File: src/rtl/csa16_reg.sv
// 16-bit carry-select adder with a one-cycle registered output stage.
// Optional signed-overflow output ovf is enabled by defining CSA16_OVF_EN.
module csa16_reg #(
  parameter int unsigned WIDTH = 16,
  parameter int unsigned BLK   = 4
) (
  input  logic             clk,
  input  logic             rst,
  input  logic             in_valid,
  input  logic [WIDTH-1:0] a,
  input  logic [WIDTH-1:0] b,
  input  logic             cin,
  output logic [WIDTH-1:0] sum,
  output logic             cout,
  output logic             out_valid
`ifdef CSA16_OVF_EN
  ,
  output logic             ovf
`endif
);

  localparam int unsigned NBLK = WIDTH / BLK;

  logic [WIDTH-1:0] sum_c;
  logic [NBLK:0]    bc;
`ifdef CSA16_OVF_EN
  logic [NBLK-1:0]  msb_c;
`endif

  assign bc[0] = cin;

  generate
    for (genvar k = 0; k < NBLK; k++) begin : g_blk
      if (k == 0) begin : g_rca
        logic [BLK:0] c;
        assign c[0] = bc[0];
        for (genvar i = 0; i < BLK; i++) begin : g_fa
          assign sum_c[i] = a[i] ^ b[i] ^ c[i];
          assign c[i+1]   = (a[i] & b[i]) | (c[i] & (a[i] ^ b[i]));
        end
        assign bc[1] = c[BLK];
`ifdef CSA16_OVF_EN
        assign msb_c[0] = c[BLK-1];
`endif
      end else begin : g_sel
        logic [BLK:0]   c0, c1;
        logic [BLK-1:0] s0, s1;
        assign c0[0] = 1'b0;
        assign c1[0] = 1'b1;
        for (genvar i = 0; i < BLK; i++) begin : g_fa
          localparam int unsigned IDX = k * BLK + i;
          assign s0[i]   = a[IDX] ^ b[IDX] ^ c0[i];
          assign c0[i+1] = (a[IDX] & b[IDX]) | (c0[i] & (a[IDX] ^ b[IDX]));
          assign s1[i]   = a[IDX] ^ b[IDX] ^ c1[i];
          assign c1[i+1] = (a[IDX] & b[IDX]) | (c1[i] & (a[IDX] ^ b[IDX]));
        end
        // Conditional-operator muxes keep bits known where both candidates agree.
        assign sum_c[k*BLK +: BLK] = bc[k] ? s1 : s0;
        assign bc[k+1]             = bc[k] ? c1[BLK] : c0[BLK];
`ifdef CSA16_OVF_EN
        assign msb_c[k] = bc[k] ? c1[BLK-1] : c0[BLK-1];
`endif
      end
    end
  endgenerate

  always_ff @(posedge clk) begin
    if (rst) begin
      sum       <= '0;
      cout      <= 1'b0;
      out_valid <= 1'b0;
`ifdef CSA16_OVF_EN
      ovf       <= 1'b0;
`endif
    end else begin
      out_valid <= in_valid;
      if (in_valid) begin
        sum  <= sum_c;
        cout <= bc[NBLK];
`ifdef CSA16_OVF_EN
        ovf  <= msb_c[NBLK-1] ^ bc[NBLK];
`endif
      end
    end
  end

endmodule

File: config.mk
export PLATFORM = sky130hd
export DESIGN_NAME = csa16_reg
export DESIGN_NICKNAME = d
export VERILOG_FILES = /design/src/rtl/csa16_reg.sv
export SDC_FILE = /design/constraint.sdc
export NUM_CORES = 1
export LEC_CHECK = 0
export BUFFER_PORTS_ARGS = -buffer_cell sky130_fd_sc_hd__buf_2
export CAP_MARGIN = 10
export CORE_ASPECT_RATIO = 1.2
export CORE_UTILIZATION = 45
export DETAILED_ROUTE_END_ITERATION = 8
export PLACE_DENSITY = 0.79
export SLEW_MARGIN = 20
export SYNTH_ARGS = -nofsm -noshare
export SYNTH_HDL_FRONTEND = slang
export SYNTH_SLANG_ARGS = --single-unit
export TNS_END_PERCENT = 10
File: constraint.sdc
create_clock -name clk -period 7.9 [get_ports clk]
set_input_delay 0.395 -clock clk [delete_from_list [all_inputs] [get_ports clk]]
set_output_delay 0.395 -clock clk [all_outputs]
set_load 0.1 [all_outputs]
---- Yosys cells after proc, flatten, opt, wreduce, memory -nomap -nowiden ----
Index checks and enable logic that the tools add are counted.
cells by class
  bitwise operators ....................... 104
  muxes and demuxes ....................... 6
operators by type and width
  operator       count
  $and A1 B1 Y1  38
  $xor A1 B1 Y1  38
  $or A1 B1 Y1   25
  $mux W4        3
  $mux W1        3
  $not A1 Y1     3
word-level totals
  output and inout bits ................... 18
  bits in registers ....................... 18

---- Depth between registers and ports, before layout ----
  word-level depth ........................ 12
  mapped depth ............................ 22
  depth with buffers taken out ............ 22

---- Worst setup path after synthesis ----
Ideal clock, no wire load.
  kind .................................... input port to flip-flop
  start ................................... in a[0]
  end ..................................... reg sum[15]
  slack ................................... 2.305 ns
  buffers on the path ..................... 0
  arrival time ............................ 5.510 ns
  data required time ...................... 7.814 ns
  cell stages on the path ................. 21
  library setup time ...................... 0.086 ns
  cell sequence ........................... fa_1 fa_1 fa_1 inv_1 fa_1 mux2i_1 fa_1 fa_1 inv_1 fa_1 o21ai_0 fa_1 fa_1 inv_1 fa_1 mux2i_1 fa_1 fa_1 inv_1 fa_1 a211oi_1
on the way
  longest elaborated chain between the ends .. 12
  elaborated cells on any way between the ends .. 13
  those cells by class .................... mux: 3; bitwise: 10
RTL lines
  element                    line  RTL
  start: declaration         10    input logic [WIDTH-1:0] a,
  $xor A1 B1 Y1              39    assign c[i+1] = (a[i] & b[i]) | (c[i] & (a[i] ^ b[i]));
  $and A1 B1 Y1              39
  $or A1 B1 Y1 (*)           39
  $and A1 B1 Y1 (*)          39
  $or A1 B1 Y1 (*)           39
  $and A1 B1 Y1 (*)          39
  $or A1 B1 Y1 (*)           39
  $and A1 B1 Y1 (*)          39
  $or A1 B1 Y1 (*)           39
  $mux W1 (*) (2 in series)  59    assign bc[k+1] = bc[k] ? c1[BLK] : c0[BLK];
  $mux W4 (*)                58    assign sum_c[k*BLK +: BLK] = bc[k] ? s1 : s0;
  end signal: assignment     78    sum <= sum_c;
  end: declaration           13    output logic [WIDTH-1:0] sum,
Every way passes the cells marked *; elsewhere a longest branch is shown, timed or not.
A chain may end at the register's enable or synchronous reset.

---- Worst setup path in the final report ----
Ends and elaborated chain as after synthesis.

==> summary.md <==
| Metric | Value |
|---|---|
| Part of the power in registers | `37.5%` |
| Sw power | `130 µW` |
| TritonRoute pass-1 iters | `2` |
| Final hold vios | `0` |
| Cell Int Power | `149 µW` |
| CP Data Arrival Time | `5.86 ns` |
| Reg2reg start | `cout$_SDFFE_PP0P_` |
| Beginning of the worst hold path | `rst` |
| Clock network power share | `16.4%` |
| Antenna-violating nets left | `0` |
| Sw Ratio | `46.6%` |
| Seq/Total Area, Yosys | `33.5%` |
| Power Dens Cells | `203 mW/mm²` |
| Setup Buffers After CTS | `0` |
| HPWL Detailed | `1660 µm` |
| Critical path class | `in2reg` |
| Grt ovf | `0` |
| Sum Neg Setup Slack | `0 ns` |
| Final #Nets | `213` |
| Fmax | `0.177 GHz` |
| Post-cts sizing count | `0` |
| Worst hold slack | `0.462 ns` |
| Residual DRC | `0` |
| Largest net degree at the start of global routing | `24` |
| RSZ-0062 raised after global routing | `no` |
| Clock Skews | `0 ns` |
| Clock sinks | `18` |
| Path depth of the worst reg2reg path | `2` |
| Max Fanout on Critical Path | `3` |
| Clk root buf | `clkbuf_4` |
| Worst Path Required | `8.12 ns` |
| Gpl congestion | `0.711` |
| Antenna violations before repair | `0` |
| Number of diodes | `0` |
| Syn avg cell area | `10.3 µm²` |
| R2r endpoint | `cout$_SDFFE_PP0P_` |
| Syn_nets | `159` |
| Starting Density | `47.1%` |
| Status | `complete, no violations` |
| Warnings, synthesis | `0` |
| Hold path endpoint | `sum[14]$_SDFFE_PP0P_` |
| Period utilization | `71.4%` |
| Cts hold-fix bufs | `0` |
| Initial drt markers | `6` |
| Combinational power share | `46.0%` |
| Core area | `0.00228 mm²` |
| Power, Total | `280 µW` |
| CTS H-tree depth | `1` |
| Worst skew pair latency | `0.29 ns` |
| Die Height | `55.6 µm` |
| WL/cell | `10.9 µm` |
| Fin crit period | `5.64 ns` |
| DIE WIDTH | `46.6 µm` |
| Die Area | `0.00259 mm²` |
| First-pass GRT wire length | `3260 µm` |
| Cell area after layout | `0.00138 mm²` |
| Layout cells sized above 1 | `35.9%` |
| Num CTS Buffers | `3` |
| Slew @ Worst Pin | `0.494 ns` |
| R2R Setup Slk | `7.20 ns` |
| Vias per inst | `4.54` |
| Num rows | `19` |
| Clk pin slew, worst setup/hold paths | `0.10 ns` |
| MaxCap Viol Count | `0` |
| Startpoint types | `input pin` |
| Peak supply drop | `92.2 µV` |
| Vias | `849` |
| Slew Limit Fails | `0` |
| Vias in the first global route | `822` |
| Deepest clock path buffer count | `2` |
| Crit path capture type | `register` |
| Hold depth | `2` |
| Port bufs | `53` |
| Hold crit path type | `in2reg` |
| Leakage | `0.762 nW` |
| Final Setup Violations | `0` |
| Top-Level Pins | `54` |
| Mapped Area | `0.00108 mm²` |
| Total wire length | `2040 µm` |
| CTS tree | `built` |
| Area Growth Syn to Fin | `28.3%` |
| Flops & latches, synth | `18` |
| Normalized max-slew margin | `67.3%` |
| Gr usage total | `18.0%` |
| Synth cell types | `14` |
| Post-DP Area | `0.00136 mm²` |
| Post-Syn Instances | `104` |
==> stage by stage <==
step	setup WS, ns	utilization, %	instances
2_1_floorplan	2.30	-	104
3_3_place_gp	2.00	59.5	184
3_5_place_dp	1.94	59.5	184
4_1_cts	2.23	60.5	187
5_1_grt	1.88	60.5	187
6_report	2.26	60.5	187
==> registers in the layout, indices dropped and copies added, names as in the netlist <==
register   cells
out_valid      1
sum           16
cout           1
==> placed cells by master, fill, tap and decap left out <==
master,synthesis,final
buf_2,3,53
inv_1,21,21
dfxtp_1,18,18
nor2_1,14,14
fa_1,13,13
mux2i_1,11,11
ha_1,6,6
a211oi_1,5,5
nand2b_1,4,4
xor2_1,3,3
o22ai_1,3,3
clkbuf_4,0,3
nand2_1,1,1
o21ai_0,1,1
==> worst max-delay path, stage by stage <==
cell and delay, ns:
buf_2 0.11, fa_1 0.43, fa_1 0.39, fa_1 0.36, inv_1 0.07, fa_1 0.22, mux2i_1 0.10, fa_1 0.39
fa_1 0.36, inv_1 0.07, fa_1 0.21, o21ai_0 0.14, fa_1 0.40, fa_1 0.36, inv_1 0.07, fa_1 0.22
mux2i_1 0.11, fa_1 0.39, fa_1 0.36, inv_1 0.07, fa_1 0.40, a211oi_1 0.22
==> worst max-delay path by stage <==
stage                     from                    to  slack (ns)  cells after the start
after global placement    a[0]  sum[15]$_SDFFE_PP0P_        2.00                     22
after floorplan           a[0]  sum[15]$_SDFFE_PP0P_        2.30                     21
after global routing      a[0]  sum[15]$_SDFFE_PP0P_        1.88                     22
final                     a[0]  sum[15]$_SDFFE_PP0P_        2.26                     22
after detailed placement  a[0]  sum[15]$_SDFFE_PP0P_        1.94                     22
after CTS                 a[0]  sum[15]$_SDFFE_PP0P_        2.23                     22
==> logic make-up (layout without fill, tap and decap cells) <==
logic type	after synthesis	in the layout	synth area share (%)
AOI/OAI and AO/OA	9	9	5.70
xor gates and xnor gates	3	3	2.44
adders and majority gates	19	19	31.2
buffers and inverters	25	77	9.42
DFF	18	18	33.5
muxes	11	11	10.2
and+or+nand+nor	19	19	7.56
==> cell usage after synthesis, drive strengths merged <==
| library cell | n | share of area (%) |
|---|---|---|
| inv | 21 | 7.3 |
| dfxtp | 18 | 33 |
| nor2 | 14 | 4.9 |
| fa | 13 | 24 |
| mux2i | 11 | 10 |
| ha | 6 | 7.0 |
| a211oi | 5 | 3.5 |
| buf | 4 | 2.1 |
| nand2b | 4 | 2.3 |
| o22ai | 3 | 1.7 |
| xor2 | 3 | 2.4 |
| nand2 | 1 | 0.35 |
| o21ai | 1 | 0.46 |
==> layout make-up <==
type | instances | area, µm²
Fill cell | 212 | 902
Multi-Input combinational cell | 61 | 614
Sequential cell | 18 | 360
Timing Repair Buffer | 53 | 265
Inverter | 21 | 78.8
Tap cell | 31 | 38.8
Clock buffer | 3 | 22.5
==> power groups by stage <==
stage | clock network [mW] | logic (mW) | registers [mW]
global route | 0.0515 | 0.139 | 0.106
floorplan | 0 | 0.0340 | 0.175
finish | 0.0459 | 0.129 | 0.105
detailed placement | 0 | 0.129 | 0.107
CTS | 0.0466 | 0.130 | 0.105
global placement | 0 | 0.127 | 0.106
==> metal layers <==
metal | global-route usage, % | up-vias | wire length, µm
met5 | 0 | - | 0
met4 | 9.80 | 0 | 46
met3 | 2.29 | 4 | 98
met2 | 31.9 | 29 | 1090
met1 | 18.9 | 392 | 805
li1 | - | 424 | -
Power figures use the tool's default switching activity.
